===== config.mk =====
export PLATFORM = sky130hd
export DESIGN_NAME = period_meter
export DESIGN_NICKNAME = d
export VERILOG_FILES = /design/src/rtl/period_meter_pkg.sv /design/src/rtl/period_meter_sync_edge_detect.sv /design/src/rtl/period_meter.sv
export SDC_FILE = /design/constraint.sdc
export NUM_CORES = 1
export LEC_CHECK = 0
export ABC_AREA = 1
export CAP_MARGIN = 20
export CORE_ASPECT_RATIO = 1.1
export CORE_MARGIN = 2
export CORE_UTILIZATION = 30
export CTS_CLUSTER_DIAMETER = 120
export DETAILED_ROUTE_END_ITERATION = 12
export GPL_ROUTABILITY_DRIVEN = 0
export GPL_TIMING_DRIVEN = 0
export PLACE_DENSITY = 0.54
export RECOVER_POWER = 50
export SYNTH_ARGS = -nofsm -noshare
export SYNTH_HDL_FRONTEND = slang
export SYNTH_HIERARCHICAL = 1
export SYNTH_SLANG_ARGS = --single-unit

===== constraint.sdc =====
create_clock -name clk -period 2.9 [get_ports clk]
set_clock_uncertainty 0.15 [all_clocks]
set_input_delay 0.435 -clock clk [delete_from_list [all_inputs] [get_ports clk]]
set_output_delay 0.435 -clock clk [all_outputs]
set_load 0.02 [all_outputs]

===== src/rtl/period_meter_pkg.sv =====
// rtl/period_meter_pkg.sv - shared types and constants for the period meter
package period_meter_pkg;

    // Measurement state: waiting for the first edge, or timing between edges
    typedef enum logic {
        IDLE    = 1'b0,
        MEASURE = 1'b1
    } state_t;

    // Shortest interval the edge detector can resolve (one high, one low cycle)
    localparam int MIN_PERIOD = 2;

endpackage


===== src/rtl/period_meter_sync_edge_detect.sv =====
// rtl/period_meter_sync_edge_detect.sv - async input synchronizer with rising-edge pulse
module sync_edge_detect #(
    parameter int SYNC_STAGES = 2
) (
    input  logic clk,
    input  logic n_rst,
    input  logic async_in,
    output logic level,
    output logic rise_pulse
);

    logic [SYNC_STAGES-1:0] r_sync;
    logic                   r_hist;

    // Shift the asynchronous line through the synchronizer chain
    always_ff @(posedge clk or negedge n_rst) begin
        if (!n_rst) begin
            r_sync <= '0;
        end else begin
            r_sync <= {r_sync[SYNC_STAGES-2:0], async_in};
        end
    end

    // Remember the previous synchronized level for edge detection
    always_ff @(posedge clk or negedge n_rst) begin
        if (!n_rst) begin
            r_hist <= 1'b0;
        end else begin
            r_hist <= r_sync[SYNC_STAGES-1];
        end
    end

    assign level      = r_sync[SYNC_STAGES-1];
    assign rise_pulse = r_sync[SYNC_STAGES-1] & ~r_hist;

endmodule


===== src/rtl/period_meter.sv =====
// rtl/period_meter.sv - measures clk cycles between rising edges of an async event line
module period_meter
    import period_meter_pkg::*;
#(
    parameter int NUM_BITS    = 16,
    parameter int SYNC_STAGES = 2
) (
    input  logic                clk,
    input  logic                n_rst,
    input  logic                clear,
    input  logic                event_in,
    output logic [NUM_BITS-1:0] period,
    output logic                period_sat,
    output logic                period_valid,
    input  logic                period_ready,
    output logic                overrun
);

    localparam logic [NUM_BITS-1:0] C_ALL_ONES = '1;
    localparam logic [NUM_BITS-1:0] C_ONE      = {{(NUM_BITS-1){1'b0}}, 1'b1};

    state_t              r_state;
    state_t              w_state_nxt;
    logic [NUM_BITS-1:0] r_count;
    logic [NUM_BITS-1:0] r_period;
    logic                r_sat;
    logic                r_valid;
    logic                r_overrun;

    logic w_level;
    logic w_rise;
    logic w_edge;
    logic w_at_max;
    logic w_accept;
    logic w_count_en;
    logic w_result_evt;
    logic w_capture;
    logic w_drop;

    sync_edge_detect #(
        .SYNC_STAGES (SYNC_STAGES)
    ) u_sync (
        .clk        (clk),
        .n_rst      (n_rst),
        .async_in   (event_in),
        .level      (w_level),
        .rise_pulse (w_rise)
    );

    // A rise pulse always coincides with a high synchronized level; the
    // qualification keeps the period boundary tied to the synchronized line.
    assign w_edge   = w_rise & w_level;
    assign w_at_max = (r_count == C_ALL_ONES);
    assign w_accept = r_valid & period_ready;

    // A result either replaces the pending one (free or being accepted now)
    // or is thrown away and flagged as an overrun.
    assign w_capture = w_result_evt & (~r_valid | period_ready);
    assign w_drop    = w_result_evt & r_valid & ~period_ready;

    // State register
    always_ff @(posedge clk or negedge n_rst) begin
        if (!n_rst) begin
            r_state <= IDLE;
        end else begin
            r_state <= w_state_nxt;
        end
    end

    // Next-state logic: clear wins, first edge starts measuring, no timeout
    always_comb begin
        w_state_nxt = r_state;
        if (clear) begin
            w_state_nxt = IDLE;
        end else begin
            case (r_state)
                IDLE:    if (w_edge) w_state_nxt = MEASURE;
                MEASURE: w_state_nxt = MEASURE;
                default: w_state_nxt = IDLE;
            endcase
        end
    end

    // FSM outputs: count while measuring, report a result on each later edge
    always_comb begin
        w_count_en   = 1'b0;
        w_result_evt = 1'b0;
        if (!clear) begin
            case (r_state)
                IDLE: begin
                    w_count_en   = 1'b0;
                    w_result_evt = 1'b0;
                end
                MEASURE: begin
                    w_count_en   = ~w_at_max;
                    w_result_evt = w_edge;
                end
                default: begin
                    w_count_en   = 1'b0;
                    w_result_evt = 1'b0;
                end
            endcase
        end
    end

    // Interval counter: restarts at 1 on every edge, saturates at all-ones
    always_ff @(posedge clk or negedge n_rst) begin
        if (!n_rst) begin
            r_count <= '0;
        end else if (clear) begin
            r_count <= '0;
        end else if (w_edge) begin
            r_count <= C_ONE;
        end else if (w_count_en) begin
            r_count <= r_count + C_ONE;
        end
    end

    // Result register: loads only on capture, holds across clear
    always_ff @(posedge clk or negedge n_rst) begin
        if (!n_rst) begin
            r_period <= '0;
            r_sat    <= 1'b0;
        end else if (w_capture) begin
            r_period <= r_count;
            r_sat    <= w_at_max;
        end
    end

    // Valid flag: set by capture, cleared by consumption or clear
    always_ff @(posedge clk or negedge n_rst) begin
        if (!n_rst) begin
            r_valid <= 1'b0;
        end else if (clear) begin
            r_valid <= 1'b0;
        end else if (w_capture) begin
            r_valid <= 1'b1;
        end else if (w_accept) begin
            r_valid <= 1'b0;
        end
    end

    // Sticky overrun: a finished result was lost while one was still pending
    always_ff @(posedge clk or negedge n_rst) begin
        if (!n_rst) begin
            r_overrun <= 1'b0;
        end else if (clear) begin
            r_overrun <= 1'b0;
        end else if (w_drop) begin
            r_overrun <= 1'b1;
        end
    end

    assign period       = r_period;
    assign period_sat   = r_sat;
    assign period_valid = r_valid;
    assign overrun      = r_overrun;

endmodule


==> results.toml, run 1 <==
[route]
vias = 1529
wl_um = 3890
viasPerCell = 4.46
highest_layer = "met4"
first_iter_violations = 111
drc = 0
first_pass_iters = 4
wl_met1_um = 1810
wire_per_inst_um = 11.3
met3_length_um = 133
antenna_left = 0
wl_met2_um = 1880

[worst_hold_path]
hold_path.startpoint = "u_sync/r_sync[0]$_DFF_PN0_"
hold_depth = 0
hp-class = "register to register"
hold_end = "u_sync/r_sync[1]$_DFF_PN0_"

[placed_design]
place_inst = 334
io_buffers = 23
dpl.hpwl_um = 2910
place_area_um2 = 2200

[global_routing]
grt_max_degree = 27
grt_usage = 0.130
grt_pass1_wl_um = 6890
grt_overflow_total = 0
grt_pass1_vias = 1510
antenna_found_initial = 0

[final_layout]
design_area_um2 = 2280
fin_cells = 343
fin_util = 0.374
antennaDiodeCount = 0
area_growth_pct = 23.0
nets = 268
drive_above_1_share = 0.0798
fillCellCount = 649

[logic_synthesis]
yosysTopAreaCell = "dfrtp_1"
synth_area_leaders = "dfrtp_1 (53%), nand2_1 (16%), nand3_1 (4.9%)"
yosysMostFrequentCell = "nand2_1"
synth.top_cell.area_share = 0.527
syn_avg_cell_area_um2 = 8.05
synth_edf_count = 0
async_reset_ff_frac = 1.00
syn_area_um2 = 1850
ys_types = 22
synth_common_cells = "nand2_1 (79), dfrtp_1 (39), nor2_1 (23)"
yosys_warnings = 6
syn-num-nets = 236
ys_seq_elements = 39
ys_seq_area_frac = 0.527
postSynthCellCount = 230
ys_dominant_reg_cell = "dfrtp_1"

[timing]
fin_setup_tns_ps = 0
fin_crit_ps = 2210
finalCritPeriodShare = 0.764
rsz0062_at_grt = "no"
slew_viol_final = 0
finalHoldViolCount = 0
fmax_mhz = 452
setup_viol_count_final = 0
slew_headroom = 0.454
max_slew.worst_pin.slew_ps = 820

[worst_setup_path]
crit_top_cell = "nand2_1"
reg2reg_setup_slack_ps = 950
critical_path.top_delay_family = "buffers and inverters"
critPathLaunchType = "primary input"
critPathKind = "primary input to register"
r2r-start = "u_sync/r_sync[1]$_DFF_PN0_"
cp.depth = 7
path_max_fanout = 10
end_kind = "register"
crit_chain = "dlygate4sd3_1, inv_1, nand3_1, clkbuf_1, inv_2, nand2_1, nand2_1"
required_ps = 2930
cp_num_buf_inv = 4
crit_slowest_cell = "dlygate4sd3_1"
cpPeakStageDelay_ps = 710
crit_arrival_ps = 2250
r2r_end = "period[0]$_DFFE_PN0P_"
reg2regPathDepth = 9

[cts]
clk_pin_slew_ps = 70
cts_tree = "done"
cts_resized = 0
clock_latency_ps = 290
cts.sink_count = 39
clk_path_buf_depth = 2
cts_buffers = 5
cts_root_buffer = "clkbuf_8"
cts_htree_levels = 2

[flow_run]
drv_cap = 0

[floorplan]
die_h_um = 86.4
start_util = 0.305
ios = 24
die_w_um = 78.9
rows = 30
core_region_area_um2 = 6080
fp.dieArea_um2 = 6820

[outcome]
status = "finished clean"

[pwr]
vdd_ir_drop_max_v = 0.000164
powerDensity_nw_per_um2 = 428
p_leak_nw = 1.04
-- layout make-up --
type                       instances  area, um2  share of cell area
clock buffer                       7       76.3              0.0335
clock inverter                     1       5.00             0.00220
inverter                          23       86.3              0.0379
tap                               80        100              0.0440
buffer                             4       26.3              0.0115
sequential                        39        976               0.429
timing repair buffer              25        254               0.112
multi-input combinational        164        753               0.331
-- flip-flops by register name, summed over array words and instances, names as in the netlist --
signal / cells
period: 16
r_count: 16
u_sync/r_sync: 2
overrun: 1
period_sat: 1
period_valid: 1
r_state: 1
u_sync/r_hist: 1
-- cell families after synthesis --
family / share of synthesized area
fa+ha+maj: 0.00676
compound gates: 0.0736
flops: 0.527
xor+xnor: 0.00946
buf+inv: 0.0649
simple gates: 0.318
-- worst max path at each step --
stage                        startpoint                       to
5_1_grt                           clear   period[15]$_DFFE_PN0P_
3_5_place_dp                      clear    period[4]$_DFFE_PN0P_
6_report                          clear    period[0]$_DFFE_PN0P_
2_1_floorplan    r_count[0]$_DFFE_PN0P_  r_count[10]$_DFFE_PN0P_
3_3_place_gp                      n_rst   r_count[4]$_DFFE_PN0P_
4_1_cts        period_valid$_DFFE_PN0P_             period_valid
-- metrics by stage --
stage | setup slack [ps] | power [mW] | hold slack [ps]
detailed placement | 736 | 0.636 | 199
global placement | 228 | 0.633 | 190
global route | 529 | 1.02 | 219
finish | 685 | 0.975 | 209
floorplan | 1320 | 0.600 | -10.6
CTS | 1010 | 0.991 | 216
-- routing by layer --
metal	track usage	up-vias
li1	-	790
met1	0.163	710
met2	0.219	24
met3	0.0292	5
met4	0.0533	0
met5	0	-
-- timing repair --
item,4_1_cts,5_1_grt
hold buffers,1,0
setup endpoints to repair,0,0
hold endpoints to repair,13,0
buffers inserted,0,0
-- report_power, final --
| part | leakage (nW) | switching, mW | total [mW] | internal (mW) |
|---|---|---|---|---|
| Combinational | 0.465 | 0.0409 | 0.0631 | 0.0222 |
| Clock | 0.0422 | 0.184 | 0.352 | 0.169 |
| Sequential | 0.536 | 0.00816 | 0.560 | 0.552 |
-- worst register-to-register path, delay by kind of cell, from the launching register on --
kind	cells	cell delay, ps
buffers and inverters	3	660
and+or+nand+nor	6	640
DFF	1	390
-- cell usage in the layout (no fill, tap or decap) --
cell type         n
buf_4             1
nor2_2            2
nor2_4            3
clkbuf_8          5
clkbuf_1          5
nor2_8            1
ha_1              1
buf_6             1
nand3_1          18
a21oi_1           7
a31oi_1           1
nor3_1            1
inv_1            19
o21ai_1           5
nor2_1           24
clkinv_2          1
dfrtp_1          39
inv_2             4
clkdlybuf4s50_1  20
xor2_1            2
dlygate4sd3_1     3
nor3b_1           1
buf_12            1
nand2_1          79
nand2_2           2
nand4_1           3
o21ai_0          14
Power figures use the tool's default switching activity.
==> run 2, diff against run 1 <==
- clock period: 2.9 -> 2.2 ns (I/O delays scaled with it)
==> run 2 against run 1 <==
  * Total power rose by 32%
  * Sequential power increased by 32%
  * Clock power increased by 33%
  * Sequential share of layout area down 0.14 points
  * Non-clock buffer count did not move
  * Combinational power increased by 33%
  * Clock-buffer cell count is the same
  * Sequential cell count unchanged
  * Global-route usage unchanged
  * Final cell count stayed put
  * Critical endpoint is now overrun
  * Highest routed layer unchanged
==> results.toml, run 2 (same netlist as run 1, synthesis figures left out) <==
[cts]
cts_resized = 0
cts_htree_levels = 2
clock_latency_ps = 290
cts_tree = "done"
holdBufCountCts = 1
clk_pin_slew_ps = 80
cts_buffers = 5
cts.sink_count = 39
cts_root_buffer = "clkbuf_8"
clk_path_buf_depth = 2
cts_setup_buffers = 0

[worst_setup_path]
critical_path.top_delay_family = "buffers and inverters"
end_kind = "primary output"
crit_arrival_ps = 1310
cp_num_buf_inv = 1
required_ps = 1720
crit_slowest_cell = "dlygate4sd3_1"
critPathKind = "register to primary output"
crit_chain = "dlygate4sd3_1"
critPathLaunchType = "register"
cpPeakStageDelay_ps = 640
path_max_fanout = 2

[timing]
setup_viol_count_final = 0
rsz0062_at_grt = "no"
fin_ws_ps = 409
fin_setup_tns_ps = 0
finalCritPeriodShare = 0.814
max_slew.worst_pin.slew_ps = 821
slew_viol_final = 0
slew_headroom = 0.453
fin_crit_ps = 1790
finalHoldViolCount = 0
fmax_mhz = 558
fin_hold_ws_ps = 209

[route]
wl_met2_um = 1870
wl_um = 3900
drc = 0
first_pass_iters = 4
first_iter_violations = 102
viasPerCell = 4.44
met3_length_um = 110
highest_layer = "met4"
antenna_left = 0
wire_per_inst_um = 11.4
wl_met1_um = 1840
vias = 1522

[pwr]
powerDensity_nw_per_um2 = 564
switchingPower_mw = 0.309
clock_power_share = 0.362
comb_power_share = 0.065
power.total_mw = 1.29
vdd_ir_drop_max_v = 0.000217
switching_share = 0.240
p_seq_frac = 0.573
p_leak_nw = 1.06
p_int_mw = 0.980

[flow_run]
drv_cap = 0

[floorplan]
ios = 24
rows = 30
start_util = 0.305
fp.dieArea_um2 = 6820
die_h_um = 86.4
die_w_um = 78.9
core_region_area_um2 = 6080

[final_layout]
fin_util = 0.376
drive_above_1_share = 0.0875
antennaDiodeCount = 0
layout_commonest_cell = "nand2_1"
fillCellCount = 647
fin_cells = 343
nets = 268
layout_common_cells = "nand2_1 (79), dfrtp_1 (39), nor2_1 (24)"
design_area_um2 = 2280
area_growth_pct = 23.4

[placed_design]
dpl.hpwl_um = 2910
place_ws_ps = 141
io_buffers = 23
place_area_um2 = 2200
place_inst = 334

[global_routing]
grt_overflow_total = 0
grt_usage = 0.130
grt_pass1_vias = 1510
grt_pass1_wl_um = 6890
grt_max_degree = 27
antenna_found_initial = 0

[worst_hold_path]
hp-class = "register to register"

[outcome]
status = "finished clean"
## run 2: cell types whose count changed in the layout (fill, tap and decap cells not counted)
cell / previous run / this run
inv_1: 19 / 18
inv_2: 4 / 5
clkbuf_1: 5 / 4
dlygate4sd3_1: 3 / 5
clkdlybuf4s50_1: 20 / 18
buf_6: 1 / 2
## run 2: power groups by stage
stage                     clock (mW)  combinational [mW]  sequential (mW)
final                          0.467              0.0841            0.738
after global routing           0.508              0.0966            0.740
after CTS                      0.481              0.0877            0.738
after detailed placement           0              0.0861            0.752
after global placement             0              0.0820            0.752
after floorplan                    0              0.0373            0.754
## run 2: final cells by class
type | instances | area [um2] | area share
sequential | 39 | 976 | 0.427
multi-input combinational | 164 | 753 | 0.330
timing repair buffer | 25 | 254 | 0.111
tap | 80 | 100 | 0.0438
inverter | 23 | 86.3 | 0.0378
clock buffer | 7 | 76.3 | 0.0334
buffer | 4 | 33.8 | 0.0148
clock inverter | 1 | 5.00 | 0.00219
## run 2: worst reg2reg max path: cells and delay by family (launching register included)
family | cells | cell delay [ps]
flops | 1 | 430
fa+ha+maj | 1 | 230
simple gates | 7 | 710
buf+inv | 1 | 110
compound gates | 1 | 50
## run 2: metal layers
layer / vias to the layer above / global-route usage
li1: 788 / -
met4: 0 / 0.0533
met1: 704 / 0.163
met5: - / 0
met3: 6 / 0.0292
met2: 24 / 0.219
## run 2: final timing paths
check                                                  end  slack (ps)                        from  cells past startpoint
worst min-delay path            u_sync/r_sync[1]$_DFF_PN0_         210  u_sync/r_sync[0]$_DFF_PN0_                      0
worst max-delay path                               overrun         410         overrun$_DFFE_PN0P_                      1
min in group asynchronous           period[14]$_DFFE_PN0P_         500                       n_rst                      2
worst max register to register      r_count[4]$_DFFE_PN0P_         410      r_count[1]$_DFFE_PN0P_                     10
worst min register to register  u_sync/r_sync[1]$_DFF_PN0_         210  u_sync/r_sync[0]$_DFF_PN0_                      0
max in group asynchronous           r_count[5]$_DFFE_PN0P_         790                       n_rst                      3
==> run 3, diff against run 2 <==
- clock period: 2.2 -> 1.7 ns (I/O delays scaled with it)
==> run 3 against run 2 <==
  * Setup slack got worse by 360 ps
  * First-iteration DRC count shrank 9.8%
  * Critical path depth unchanged
  * Sequential cell count is the same
  * Worst hold slack about the same
  * Largest cell class unchanged
  * Largest power group unchanged
==> results.toml, run 3 (same netlist as run 1, synthesis figures left out) <==
[worst_setup_path]
crit_end = "period[0]"
r2r-start = "r_count[0]$_DFFE_PN0P_"
cp.depth = 1
critPathLaunch = "period[0]$_DFFE_PN0P_"
crit_slowest_cell = "clkdlybuf4s50_1"
end_kind = "primary output"
reg2reg_setup_slack_ps = 50
crit_chain = "clkdlybuf4s50_1"
r2r_end = "r_count[6]$_DFFE_PN0P_"
crit_arrival_ps = 1250
cpPeakStageDelay_ps = 600
required_ps = 1290
critical_path.top_delay_family = "buffers and inverters"
cp_num_buf_inv = 1
path_max_fanout = 2
critPathKind = "register to primary output"
critPathLaunchType = "register"
reg2regPathDepth = 9

[placed_design]
dpl.hpwl_um = 2910
place_ws_ps = -284
io_buffers = 23

[floorplan]
core_region_area_um2 = 6080
ios = 24
rows = 30
start_util = 0.305
fp.dieArea_um2 = 6820
die_w_um = 78.9
die_h_um = 86.4

[global_routing]
grt_overflow_total = 0
grt_pass1_wl_um = 7030
grt_usage = 0.132
top_usage_layer = "met2"
antenna_found_initial = 0
met2_usage = 0.221
met1_usage = 0.166
grt_max_degree = 27
grt_pass1_vias = 1544
groute.layer.met3.usage = 0.0302

[timing]
rsz0062_at_grt = "yes"
fin_hold_ws_ps = 209
fin_ws_ps = 45.3
slew_viol_final = 0
finalHoldViolCount = 0
finalCritPeriodShare = 0.973
fmax_mhz = 604
slew_headroom = 0.453
fin_crit_ps = 1650
max_slew.worst_pin.slew_ps = 821
setup_viol_count_final = 0

[final_layout]
nets = 277
area_growth_pct = 31.5
fin_util = 0.400
layout_common_cells = "nand2_1 (75), dfrtp_1 (38), nor2_1 (19)"
layout_commonest_cell = "nand2_1"
drive_above_1_share = 0.169
antennaDiodeCount = 0

[pwr]
p_leak_nw = 1.16
vdd_ir_drop_max_v = 0.000281
powerDensity_nw_per_um2 = 699

[route]
first_iter_violations = 92
wire_per_inst_um = 11.7
viasPerCell = 4.47
first_pass_iters = 4
antenna_left = 0
vias = 1573
wl_um = 4110
drc = 0

[cts]
cts.sink_count = 39
cts_buffers = 5
cts_htree_levels = 2
clock_latency_ps = 290
clk_path_buf_depth = 2
cts_root_buffer = "clkbuf_8"
clk_pin_slew_ps = 70
cts_tree = "done"

[worst_hold_path]
hp-class = "register to register"
hold_path.startpoint = "u_sync/r_sync[0]$_DFF_PN0_"

[outcome]
status = "finished clean"

[flow_run]
drv_cap = 0
## run 3: cell count changes in the layout (fill, tap and decap cells not counted), sizes merged
cell / delta
nor2: +1
buf: +8
dlymetal6s2s: +2
dlygate4sd3: -3
dlygate4sd2: +1
## run 3: cell type report
class                           instances  area (um2)
Tap cell                               80         100
Multi-Input combinational cell        165         825
Buffer                                  4        35.0
Fill cell                             646        3650
Inverter                               23        86.3
Clock inverter                          1        5.00
Sequential cell                        39         977
Timing Repair Buffer                   33         330
Clock buffer                            7        76.3
## run 3: worst min-delay path by stage
stage                            endpoint  slack, ps  depth (start not counted)
5_1_grt        u_sync/r_sync[1]$_DFF_PN0_        220                          0
2_1_floorplan         overrun$_DFFE_PN0P_       -190                          0
3_5_place_dp       period[14]$_DFFE_PN0P_         30                          1
6_report       u_sync/r_sync[1]$_DFF_PN0_        210                          0
4_1_cts        u_sync/r_sync[1]$_DFF_PN0_        220                          0
3_3_place_gp   u_sync/r_sync[1]$_DFF_PN0_        190                          0
## run 3: repair_timing
action	CTS	global route
hold buffers	1	0
cloned	0	1
buffers inserted	3	6
setup endpoints to repair	23	34
hold endpoints to repair	13	0
resized for setup	3	20
pin swaps	2	12
## run 3: power by group
part	internal [mW]	total [mW]	switching (mW)
clock	0.288	0.602	0.314
sequential	0.941	0.954	0.0125
combinational	0.0598	0.146	0.0864
total	1.29	1.70	0.413
## run 3: metrics by stage
step                      TNS (ps)  instances  total power, mW  cell area, um2
final                            0        352             1.70            2430
after global routing          -167        352             1.78            2430
after CTS                        0        346             1.70            2330
after detailed placement     -4780        334             1.08            2200
after global placement      -35310        333             1.08            2180
after floorplan                  0        230             1.02            1850
## run 3: metal layers
metal  up-vias  part of all wire
li1        813                 -
met1       725              0.47
met2        27              0.48
met3         8             0.032
met4         0             0.022
met5         -                 0
